### src/rtl/stopwatch_ctrl.sv
`default_nettype none
// ============================================================================
//  Module   : stopwatch_ctrl
//  Brief    : Button front end and Moore FSM driving the stopwatch datapath.
//             Three raw buttons are synchronized, debounced on a slow sample
//             tick and reduced to single-cycle press events; the FSM turns
//             those events into run_stop / clear, and a toggle flop drives
//             the display option.
//  Config   : STOPWATCH_LAP_EN adds btn_lap / lap_hold (lap freeze in RUN).
//  Revision : 1.0 - initial release
// ============================================================================
module stopwatch_ctrl #(
  parameter int DB_DIV = 100_000,
  parameter int DB_LEN = 8
) (
  input  logic       clk,
  input  logic       rst,
  input  logic       btn_run,
  input  logic       btn_clear,
  input  logic       btn_mode,
`ifdef STOPWATCH_LAP_EN
  input  logic       btn_lap,
  output logic       lap_hold,
`endif
  output logic       run_stop,
  output logic       clear,
  output logic       option,
  output logic [1:0] state_o
);

  localparam int IDX_RUN  = 0;
  localparam int IDX_CLR  = 1;
  localparam int IDX_MODE = 2;
`ifdef STOPWATCH_LAP_EN
  localparam int IDX_LAP  = 3;
  localparam int NB       = 4;
`else
  localparam int NB       = 3;
`endif
  localparam int CW = (DB_DIV > 1) ? $clog2(DB_DIV) : 1;

  typedef enum logic [1:0] {
    ST_STOP  = 2'd0,
    ST_RUN   = 2'd1,
    ST_CLEAR = 2'd2
  } state_t;

  logic [NB-1:0] w_btn;
`ifdef STOPWATCH_LAP_EN
  assign w_btn = {btn_lap, btn_mode, btn_clear, btn_run};
`else
  assign w_btn = {btn_mode, btn_clear, btn_run};
`endif

  logic [NB-1:0] sync1_q, sync2_q;
  logic [CW-1:0] pre_q;
  logic          w_smp;
  logic [NB-1:0] w_db;
  logic [NB-1:0] db_dly_q;
  logic [NB-1:0] w_ev;
  state_t        state_q, state_d;
  logic          option_q;

  // Two-flop synchronizer for every raw button.
  always_ff @(posedge clk or posedge rst) begin
    if (rst) begin
      sync1_q <= '0;
      sync2_q <= '0;
    end else begin
      sync1_q <= w_btn;
      sync2_q <= sync1_q;
    end
  end

  assign w_smp = (pre_q == CW'(DB_DIV - 1));

  // Sample-tick prescaler: counts 0..DB_DIV-1 and wraps.
  always_ff @(posedge clk or posedge rst) begin
    if (rst)        pre_q <= '0;
    else if (w_smp) pre_q <= '0;
    else            pre_q <= pre_q + 1'b1;
  end

  // Per-button debounce; the level decision is taken on a tick from the
  // history as it stood before that tick's shift.
  for (genvar i = 0; i < NB; i++) begin : g_db
    logic [DB_LEN-1:0] hist_q;
    logic              db_q;

    // Shift history and update the debounced level on each sample tick.
    always_ff @(posedge clk or posedge rst) begin
      if (rst) begin
        hist_q <= '0;
        db_q   <= 1'b0;
      end else if (w_smp) begin
        hist_q <= {hist_q[DB_LEN-2:0], sync2_q[i]};
        if (&hist_q)       db_q <= 1'b1;
        else if (~|hist_q) db_q <= 1'b0;
      end
    end

    assign w_db[i] = db_q;
  end

  // Delayed debounced levels for rising-edge (press) detection.
  always_ff @(posedge clk or posedge rst) begin
    if (rst) db_dly_q <= '0;
    else     db_dly_q <= w_db;
  end

  assign w_ev = w_db & ~db_dly_q;

  // FSM state register.
  always_ff @(posedge clk or posedge rst) begin
    if (rst) state_q <= ST_STOP;
    else     state_q <= state_d;
  end

  // Next-state logic: clear beats run in STOP, clear ignored in RUN,
  // CLEAR lasts one cycle and drops anything arriving meanwhile.
  always_comb begin
    state_d = state_q;
    case (state_q)
      ST_STOP: begin
        if (w_ev[IDX_CLR])      state_d = ST_CLEAR;
        else if (w_ev[IDX_RUN]) state_d = ST_RUN;
      end
      ST_RUN: begin
        if (w_ev[IDX_RUN])      state_d = ST_STOP;
      end
      ST_CLEAR:                 state_d = ST_STOP;
      default:                  state_d = ST_STOP;
    endcase
  end

  // Display option toggles on every mode press regardless of FSM state.
  always_ff @(posedge clk or posedge rst) begin
    if (rst)                 option_q <= 1'b0;
    else if (w_ev[IDX_MODE]) option_q <= ~option_q;
  end

`ifdef STOPWATCH_LAP_EN
  logic lap_hold_q;

  // Lap freeze toggles only while running; outside RUN (STOP, CLEAR) it is 0.
  always_ff @(posedge clk or posedge rst) begin
    if (rst)                     lap_hold_q <= 1'b0;
    else if (state_q != ST_RUN)  lap_hold_q <= 1'b0;
    else if (w_ev[IDX_LAP])      lap_hold_q <= ~lap_hold_q;
  end

  assign lap_hold = lap_hold_q;
`endif

  assign run_stop = (state_q == ST_RUN);
  assign clear    = (state_q == ST_CLEAR);
  assign option   = option_q;
  assign state_o  = state_q;

endmodule
`default_nettype wire

### config.mk
export PLATFORM = sky130hd
export DESIGN_NAME = stopwatch_ctrl
export DESIGN_NICKNAME = d
export VERILOG_FILES = /design/src/rtl/stopwatch_ctrl.sv
export SDC_FILE = /design/constraint.sdc
export NUM_CORES = 1
export LEC_CHECK = 0
export ABC_AREA = 1
export ABC_CLOCK_PERIOD_IN_PS = 1900
export CELL_PAD_IN_SITES_DETAIL_PLACEMENT = 1
export CELL_PAD_IN_SITES_GLOBAL_PLACEMENT = 1
export CORE_UTILIZATION = 41
export DETAILED_ROUTE_END_ITERATION = 7
export PLACE_DENSITY = 0.83
export RECOVER_POWER = 50
export SETUP_SLACK_MARGIN = 0.2
export SLEW_MARGIN = 20
export SYNTH_ARGS = -nofsm -noshare
export SYNTH_HDL_FRONTEND = slang
export SYNTH_SLANG_ARGS = --single-unit
### constraint.sdc
create_clock -name clk -period 1.9 [get_ports clk]
set_input_delay 0.57 -clock clk [delete_from_list [all_inputs] [get_ports clk]]
set_output_delay 0.57 -clock clk [all_outputs]
set_load 0.1 [all_outputs]
Word level (Yosys, flattened, before mapping). Cells that the tools add are included. Widths: inputs -> output; s select.

Divide/modulo/power cells: 0. Muxes and demuxes: 11. Bitwise logic cells: 3. Add/subtract/negate cells: 1. Order comparisons: 0. Equal/unequal tests: 8. Shift-type cells: 0. Multiply operators: 0. Reduce and logical (&&, ||, !) cells: 11.

Operators by type and width (count): $reduce_and 8->1 (3); $reduce_or 8->1 (3); $add 17x1->17 const B (1); $eq 17x17->1 const B (1); $mux 17 (1); $reduce_and 2->1 (4); $mux 1 (6); $mux 2 (3); $ne 2x2->1 const B (3); $pmux 2 s2 (1); $and 3x3->3 (1); $ne 3x3->1 const B (1); $not 3->3 (1); $eq 2x1->1 const B (1); $eq 2x2->1 const B (1); $logic_not 2->1 (1); $ne 2x1->1 const B (1); $not 1->1 (1).

Bits in registers: 56. Memory bits (writable): 0. ROM bits: 0. Logic and storage cells: 46. Memories: 0. Input port bits: 5. Bits in latches: 0.

Logic depth before layout (Yosys ltp).
Word-level depth: 5. Gate-level depth with buffers: 9. Gate-level depth less buffers: 9.

Worst setup path before layout. OpenSTA, ideal clock, no wires.

Path kind: reg-to-output. Start: register state_q[0], in the netlist state_o[0]. End: output port run_stop. Data arrival time: 2379 ps. Stages on the path, launching flop included: 3. Setup slack: -1049 ps. Path buffers: 0. Cell sequence: dfrtp_1 > inv_1 > nor2_1.

Longest elaborated chain between the ends: 1.

Ends and longest elaborated chain: from (decl) (RTL line 61) `state_t state_q, state_d;`; from (signal assigned) (RTL line 116) `else state_q <= state_d;`; $eq 2x1->1 (RTL line 155) `assign run_stop = (state_q == ST_RUN);`; to (decl) (RTL line 25) `output logic run_stop,`.

No other way between the ends.

Worst setup path in the final report.
Start: register state_q[1], in the netlist state_o[1]. End: output port clear.

Longest elaborated chain between the ends: 1.

Ends and longest elaborated chain: $eq 2x2->1 (RTL line 156) `assign clear = (state_q == ST_CLEAR);`; to (decl) (RTL line 26) `output logic clear,`.

No other way between the ends.

==> results by stage <==
Synthesis:
- The post-synthesis area per instance is 8.33 um2.
- The count of distinct cell types in the synthesized netlist is 20.
- Of the post-synthesis cell area, the dominant cell type holds 0.553.
- The number of nets in the synthesized netlist is 310.
- In the synthesized netlist, the cells that appear most often are sky130_fd_sc_hd__nand2_1 (83), sky130_fd_sc_hd__dfrtp_1 (56), sky130_fd_sc_hd__nor2_1 (45).
- The synthesized area is 2530 um2.
- In the synthesized netlist the async set-or-reset flop fraction comes to 1.00.
- The most instantiated library cell after synthesis is sky130_fd_sc_hd__nand2_1.
- The predominant post-synthesis flop cell is sky130_fd_sc_hd__dfrtp_1.
- The share of the Yosys chip area taken by registers is 0.553.
- Yosys attributes the largest share of cell area to sky130_fd_sc_hd__dfrtp_1 (55%), sky130_fd_sc_hd__nand2_1 (12%), sky130_fd_sc_hd__nor2_1 (6.7%), sky130_fd_sc_hd__inv_1 (6.5%), sky130_fd_sc_hd__nand3_1 (3.8%).
- The number of warnings issued by yosys is 0.
- The largest total area in the synthesized netlist belongs to sky130_fd_sc_hd__dfrtp_1.
- Counting flops with a built-in enable in the synthesized netlist gives 0.
- The post-synthesis register bit count is 56.
- In the synthesized netlist, the number of instances is 304.

Detailed routing:
- The routed design has 5.58 mm of wire.
- Dividing the detail-routed wire length by the instance count gives 13.8 um.
- In this run the remaining antenna-violating nets after routing total 0.
- For this run, the detailed router's first-pass iteration total came to 4.
- The number of DRC violations after detailed-routing iteration 0 is 104.
- Detailed routing inserted a total of 1970 vias.
- For this run, design rule violations remaining after detail routing come to 0.
- The via density per instance is 4.88.

Cells and area:
- Fill cells in the final layout number 735.
- The growth of design area from synthesis to finish is 16.1%.
- The sequential cell area in the final layout is 1400 um2.
- The post-layout instance count excluding filler cells is 404.
- The number of antenna diodes is 0.
- Of the cells placed in the final design, the portion with a size suffix greater than 1 is 0.109.
- The net count of the finished layout is 334.
- The multi-input combinational cells in the finished layout cover a total of 933 um2.

Setup path:
- The sort of element at the end of the critical path is an output pin.
- At the worst endpoint, the required time is 1.33 ns.
- Of all nets on the critical path, the largest fanout is 3.
- The critical path data arrival time is 1.11 ns.
- The kind of critical path is reg -> out.
- The startpoint type of the worst setup path is a register.
- Setup slack on the worst reg-to-reg path comes out at 0.25 ns.

Job:
- Across the run, the number of max-cap violations was 0.

Clock network:
- TritonCTS built the clock tree.
- Clock tree synthesis inserted a total of 5 buffers.
- For the worst-skew pair, the clock arrives at the later sink with an insertion delay of 0.31 ns.
- Clock tree synthesis found a total of 56 sinks.
- The CTS clock-pin slew for the worst setup and hold paths is 0.11 ns.
- The number of buffers on the longest clock path is 2.
- In this run, post-CTS hold repair placed 0 buffers.
- The root buffer cell chosen for the clock tree is sky130_fd_sc_hd__clkbuf_8.
- The number of H-tree branching levels is 2.

Floorplan:
- The floorplan step set the die height to 80.6 um.
- The starting density of the core is 0.425.
- The number of top-level pins is 10.
- The die boundary width is 80.6 um.
- The standard-cell row count is 28.
- The total area inside the core boundary comes to 5960 um2.
- The die covers 6500 um2.

Power:
- The leakage power is 1.37 nW.
- Power comes to 1.89 mW.
- The peak supply drop is 0.367 mV.
- The total power per unit cell area is 643 nW/um2.

Place:
- The congestion estimate from routability-driven global placement came to 0.803.
- The count of placed standard cells including taps is 388.
- Once detailed placement completed, the half-perimeter wirelength came to 3.80 mm.
- The count of port buffers added during placement is 9.
- OpenSTA, run right after detailed placement, puts the worst setup slack at 0.272 ns.

GRT:
- The number of global-route vias before repair is 1972.
- The first global-routing pass estimated 9.31 mm of wire.
- The total grt overflow is 0.
- The total routing resource utilization after global routing is 0.191.
- The number of antenna violations at the first check in global routing is 0.
- The pin count of the biggest net entering global routing is 44.

Timing:
- Setup repair after global routing could not meet its margin everywhere.
- The final period demand of the worst path is 1.68 ns.
- The setup clock skew after layout is 0.0119 ns.
- The final-report hold violation count came to 0.
- The number of setup violations in the final report is 0.
- Adding up every negative setup slack in the final design gives 0 ns.
- Of the available clock period, the critical path in the final layout requires 0.887.
- The worst setup margin is 0.215 ns.
- The worst-case headroom to the max-slew limit is 0.555.
- The number of pins with negative max-slew slack in the final report came to 0.
- For the pin with the worst max-slew slack, the measured transition is 0.667 ns.
- The maximum operating frequency is 593 MHz.

Status:
- The flow ran to the end, and the final reports show no timing, DRC or antenna violations.

Min path:
- In this run the worst hold path is classified as reg -> reg.
-- metal layers --
layer  vias up  track usage  part of all wire
li1        981            -                 -
met4         0       0.0482            0.0045
met2        16        0.319              0.49
met3         2       0.0443             0.018
met5         -            0                 0
met1       971        0.250              0.48
-- metrics by stage --
stage,hold WS (ns),area (um2),utilization
2_1_floorplan,0.331,2550,-
3_3_place_gp,0.334,2800,0.469
3_5_place_dp,0.337,2800,0.469
4_1_cts,0.363,2900,0.487
5_1_grt,0.366,2940,0.494
6_report,0.361,2940,0.494
-- final cells by class --
type                       count  share of cell area
clock buffer                   6              0.0247
clock inverter                 2             0.00553
inverter                      45              0.0587
multi-input combinational    198               0.317
sequential                    56               0.477
tap                           75              0.0319
timing repair buffer          22              0.0850
-- sequential cells by signal, summed over array words and instances (netlist names) --
signal       count
db_dly_q         3
g_db.db_q        3
g_db.hist_q     24
option           1
pre_q           17
state_o          2
sync1_q          3
sync2_q          3
-- what timing repair did --
item | in CTS | in global routing
gates resized for setup | 0 | 5
pin swaps | 0 | 3
setup buffers | 2 | 6
hold endpoints to repair | 0 | 0
endpoints found under the setup margin | 2 | 8
-- worst paths after layout --
kind / start / endpoint / depth (start not counted)
min in group asynchronous: rst / db_dly_q[1] / 3
max in group asynchronous: rst / state_o[0] / 3
worst max-delay path: state_o[1] / clear / 3
worst min-delay path: sync1_q[0] / sync2_q[0] / 0
worst min register to register: sync1_q[0] / sync2_q[0] / 0
worst max register to register: pre_q[0] / g_db[0].db_q / 9
-- cells in the final DEF, fill, tap and decap left out, types with 4 or more instances in the layout --
cell type	count
sky130_fd_sc_hd__buf_4	7
sky130_fd_sc_hd__buf_12	6
sky130_fd_sc_hd__nor2_1	43
sky130_fd_sc_hd__dlygate4sd3_1	4
sky130_fd_sc_hd__nand4_1	7
sky130_fd_sc_hd__dfrtp_1	54
sky130_fd_sc_hd__inv_1	42
sky130_fd_sc_hd__o21ai_1	15
sky130_fd_sc_hd__nor2_4	4
sky130_fd_sc_hd__clkbuf_8	5
sky130_fd_sc_hd__nand2_1	83
sky130_fd_sc_hd__nand3_1	19
sky130_fd_sc_hd__o21ai_0	4
sky130_fd_sc_hd__xor2_1	8
sky130_fd_sc_hd__nor3_1	8
-- critical path: stages (launching register included) --
cell and delay, ns:
sky130_fd_sc_hd__dfrtp_2 0.41, sky130_fd_sc_hd__inv_1 0.09, sky130_fd_sc_hd__nor2_4 0.11, sky130_fd_sc_hd__buf_12 0.18
-- cells by family after synthesis --
group           after synthesis  synth area share
simple gates                167             0.282
flops                        56             0.553
buf+inv                      50            0.0844
compound gates               20            0.0410
xor+xnor                     10            0.0346
fa+ha+maj                     1           0.00494
-- report_power, final --
group          switching [mW]  internal, mW
Clock                   0.398         0.264
Sequential            0.00161          1.20
Combinational          0.0249       0.00727
Total                   0.424          1.47
(Power assumes the default switching activity.)
